--- config.mk ---
export PLATFORM = sky130hd
export DESIGN_NAME = if_id_reg
export DESIGN_NICKNAME = d
export VERILOG_FILES = /design/src/rtl/if_id_reg.sv
export SDC_FILE = /design/constraint.sdc
export NUM_CORES = 1
export LEC_CHECK = 0
export ABC_AREA = 1
export CAP_MARGIN = 20
export CORE_UTILIZATION = 41
export CTS_CLUSTER_DIAMETER = 120
export CTS_CLUSTER_SIZE = 24
export DETAILED_ROUTE_END_ITERATION = 6
export PLACE_DENSITY = 0.84
export SLEW_MARGIN = 20
export SYNTH_ARGS = -nofsm -noshare
export SYNTH_HDL_FRONTEND = slang
export SYNTH_SLANG_ARGS = --single-unit
--- constraint.sdc ---
create_clock -name clk -period 1.5 [get_ports clk]
set_input_delay 0.3 -clock clk [delete_from_list [all_inputs] [get_ports clk]]
set_output_delay 0.3 -clock clk [all_outputs]
set_load 0.01 [all_outputs]
--- src/rtl/if_id_reg.sv ---
// IF/ID pipeline register: one-cycle fetch-to-decode slot with a hold buffer that keeps
// the fetched word stable while decode is stalled and SRAM read data moves on.
module if_id_reg #(
    parameter logic [31:0] NOP_INST = 32'h0000_0013
) (
    input  logic        clk,
    input  logic        rst_n,
    input  logic [5:0]  stall,
    input  logic        flush,
    input  logic        if_pc_valid,
    input  logic [63:0] if_pc,
    input  logic [63:0] inst_sram_rdata,
    output logic        id_valid,
    output logic [63:0] id_pc,
    output logic [31:0] id_inst,
    output logic        id_misalign
);

    logic        id_valid_q, id_valid_d;
    logic [63:0] id_pc_q, id_pc_d;
    logic [31:0] hold_q, hold_d;
    logic        hold_vld_q, hold_vld_d;
    logic [31:0] sel_word;
    logic        stall_if, stall_id;
    logic        unused_stall;

    assign stall_if     = stall[1];
    assign stall_id     = stall[2];
    assign unused_stall = ^{stall[5:3], stall[0]};

    // SRAM returns a 64-bit beat; id_pc[2] picks the 32-bit instruction within it.
    assign sel_word = id_pc_q[2] ? inst_sram_rdata[63:32] : inst_sram_rdata[31:0];

    always_comb begin
        id_valid_d = id_valid_q;
        id_pc_d    = id_pc_q;
        hold_d     = hold_q;
        hold_vld_d = hold_vld_q;
        if (flush) begin
            id_valid_d = 1'b0;
            hold_d     = 32'h0;
            hold_vld_d = 1'b0;
        end else if (stall_if && !stall_id) begin
            id_valid_d = 1'b0;
            hold_d     = 32'h0;
            hold_vld_d = 1'b0;
        end else if (!stall_if) begin
            id_pc_d    = if_pc;
            id_valid_d = if_pc_valid;
            hold_d     = 32'h0;
            hold_vld_d = 1'b0;
        end else if (!hold_vld_q && id_valid_q) begin
            // First held cycle: freeze the word before SRAM data changes underneath us.
            hold_d     = sel_word;
            hold_vld_d = 1'b1;
        end
    end

    always_ff @(posedge clk or negedge rst_n) begin
        if (!rst_n) begin
            id_valid_q <= 1'b0;
            id_pc_q    <= 64'h0;
            hold_q     <= 32'h0;
            hold_vld_q <= 1'b0;
        end else begin
            id_valid_q <= id_valid_d;
            id_pc_q    <= id_pc_d;
            hold_q     <= hold_d;
            hold_vld_q <= hold_vld_d;
        end
    end

    always_comb begin
        id_inst = sel_word;
        if (!id_valid_q) begin
            id_inst = NOP_INST;
        end else if (hold_vld_q) begin
            id_inst = hold_q;
        end
    end

    assign id_valid    = id_valid_q;
    assign id_pc       = id_pc_q;
    assign id_misalign = id_valid_q && (id_pc_q[1:0] != 2'b00);

endmodule

==> flow_summary.toml, run 1 <==
[placement]
dp_slack_ns = -0.418
place_area_sq_mm = 0.00751
io_buffers = 231
gp_congestion = 0.798
dp_hpwl_mm = 10.3

[timing]
drv_slew = 0
grt_setup_unrepaired = "yes"
setup_tns_ns = -8.18
fmax_mhz = 545
hold_viol_final = 0
setup_slack_ns = -0.335
slew-limit-headroom_pct = 73.1
tightest_slew_ns = 0.403
fin_skew_ns = 0.00711
min_period_ns = 1.83
final-setup-viol-count = 33
hold_ws_ns = 0.431
period_share_pct = 122

[synthesis]
syn_area_sq_mm = 0.00471
yosysUniqueCellTypes = 16
synth_cells = 661
yosys-top-cells-count = "nand2_1, dfrtp_1, nor2_1"
synth-main-ff-cell = "dfrtp_1"
synth_top_area_share_pct = 52.1
ys_warn_count = 0
syn_nets = 799
synth.avg_cell_area_sq_um = 7.12
synth_area_leaders = "dfrtp_1, nand2_1, nor2_1"
seq_area_frac_synth_pct = 52.1
synth.most_common_cell = "nand2_1"
synth_top_area_cell = "dfrtp_1"
async_reset_ff_share_pct = 100
synth_edf_count = 0
ys_seq_elements = 98

[drt]
drt-pass1-iter-count = 4
wirelength_mm = 14.8
num_vias = 5005
drc = 0
vias_per_cell = 4.72
drt_iter0_drc = 264
ant_nets = 0
drt-wirelength-per-cell_um = 13.9

[clock_network]
root_buffer = "clkbuf_16"
cts_tree = "built"
insertion_delay_ns = 0.33
cts_made_buffers = 9
ctsLongestPathBuffers = 2
htree_levels = 3
cts.sinks = 98
cts.clk_slew.worst_paths_ns = 0.07

[layout]
diodes = 0
area_delta_synth_final_pct = 66.3
nets = 1054
multiInputGateArea_sq_mm = 0.00201
n_fill_cell = 921
final_area_sq_mm = 0.00783
drive_above_1_share_pct = 15.0
ff_latch_area_sq_mm = 0.00245

[worst_setup_path]
crit_top_cell = "nand2_2"
end_kind = "output pin"
critPathMaxStageDelay_ns = 0.45
path_cells = "buf_8, nand2_2, nand2_2, o21ai_2, inv_1, clkdlybuf4s15_2"
required_ns = 1.20
crit_path_start_kind = "flip-flop"
slowest_stage = "dfrtp_2"
crit_type = "flip-flop to output pin"
critPathMaxFanout = 26
critPathArrivalTime_ns = 1.53

[global_route]
overflow = 0
grt.total_usage_pct = 25.4
grt_first_pass_wirelength_mm = 23.3
grt_pass1_vias = 4793
antenna_found_initial = 0
grt_max_degree = 40

[floorplanning]
rows = 38
io_pins = 236
chipWidth_um = 109
die-area_sq_mm = 0.0119
coreArea_sq_mm = 0.0110
die_y_um = 109
initial_utilization_pct = 42.7

[power_and_ir_drop]
ir_drop_v = 0.000541
power_density_mw_per_mm2 = 907
leakage_nw = 4.47

[worst_hold_path]
hp-class = "primary input to asynchronous set/reset pin"

[run_status]
status = "finished with violations"
violations = "negative setup slack"

[flow_run]
maxCapViolCount = 0
## area by class of cell
class / count / area share [%]
clock buffer: 10 / 3.05
sequential: 98 / 31.3
inverter: 43 / 2.19
multi-input combinational: 482 / 25.7
clock inverter: 6 / 0.719
timing repair buffer: 282 / 34.8
tap: 140 / 2.24
## worst max-delay path, delay by kind of cell, from the launching register on
| kind | cells | cell delay [ns] |
|---|---|---|
| AOI/OAI and AO/OA | 1 | 0.13 |
| buffers and inverters | 3 | 0.45 |
| DFF | 1 | 0.45 |
| and+or+nand+nor | 2 | 0.16 |
## flip-flops by register name, indices dropped and copies added, names as in the netlist
register    flops
hold_q         32
hold_vld_q      1
id_pc          64
id_valid        1
## layout by cell type (no fill, tap or decap), drive strengths merged
cell type,count
a21oi,5
buf,78
clkbuf,12
clkdlybuf4s15,6
clkdlybuf4s50,132
clkinv,2
clkinvlp,1
dfrtp,98
dlygate4sd2,63
dlygate4sd3,1
inv,46
nand2,344
nand3,36
nand4,1
nor2,61
o21ai,35
## through the flow
step	power [mW]	util, %	std cells
after floorplan	3.67	-	661
after global placement	4.92	68.1	1039
after detailed placement	4.95	68.1	1039
after CTS	7.16	71.0	1062
after global routing	7.48	71.0	1061
final	7.10	71.0	1061
## final timing paths
check                           from     endpoint  slack [ns]  depth (start not counted)
hold / removal                 rst_n   hold_q[21]        0.43                          2
setup / recovery            id_pc[2]  id_inst[10]       -0.33                          6
hold reg to reg            id_pc[22]    id_pc[22]        0.47                          2
max in group asynchronous      rst_n   hold_q[12]        0.55                          3
setup reg to reg            id_valid   hold_q[20]        0.18                          7
min in group clk           id_pc[22]    id_pc[22]        0.47                          2
## cells by family after synthesis
group	after synthesis	share of synthesized area [%]
compound gates	40	4.25
simple gates	442	36.4
flops	98	52.1
buf+inv	81	7.23
## what timing repair did
action | 4_1_cts | 5_1_grt
pin swaps | 7 | 1
hold buffers | 1 | 0
gates resized for setup | 243 | 28
setup endpoints to repair | 98 | 34
gates cloned | 3 | 0
setup buffers | 3 | 0
endpoints found under the hold margin | 21 | 0
## report_power, final
group	switching (mW)	total (mW)	leakage, nW	internal (mW)
logic	0.891	1.86	3.07	0.971
registers	0.125	2.99	1.26	2.87
clock network	1.04	2.25	0.144	1.21
## routing by layer
layer,wire length (um),global-route usage [%]
met3,1660,8.19
met1,5830,30.0
met2,7130,44.3
met5,0,0
met4,173,6.56
No activity file was read; power rests on OpenSTA's default activity.
==> run 2, diff against run 1 <==
Settings changed: CAP_MARGIN 20 to not set.
==> results of run 2 <==
The final DEF is identical to that of run 1; final timing and power are the same.
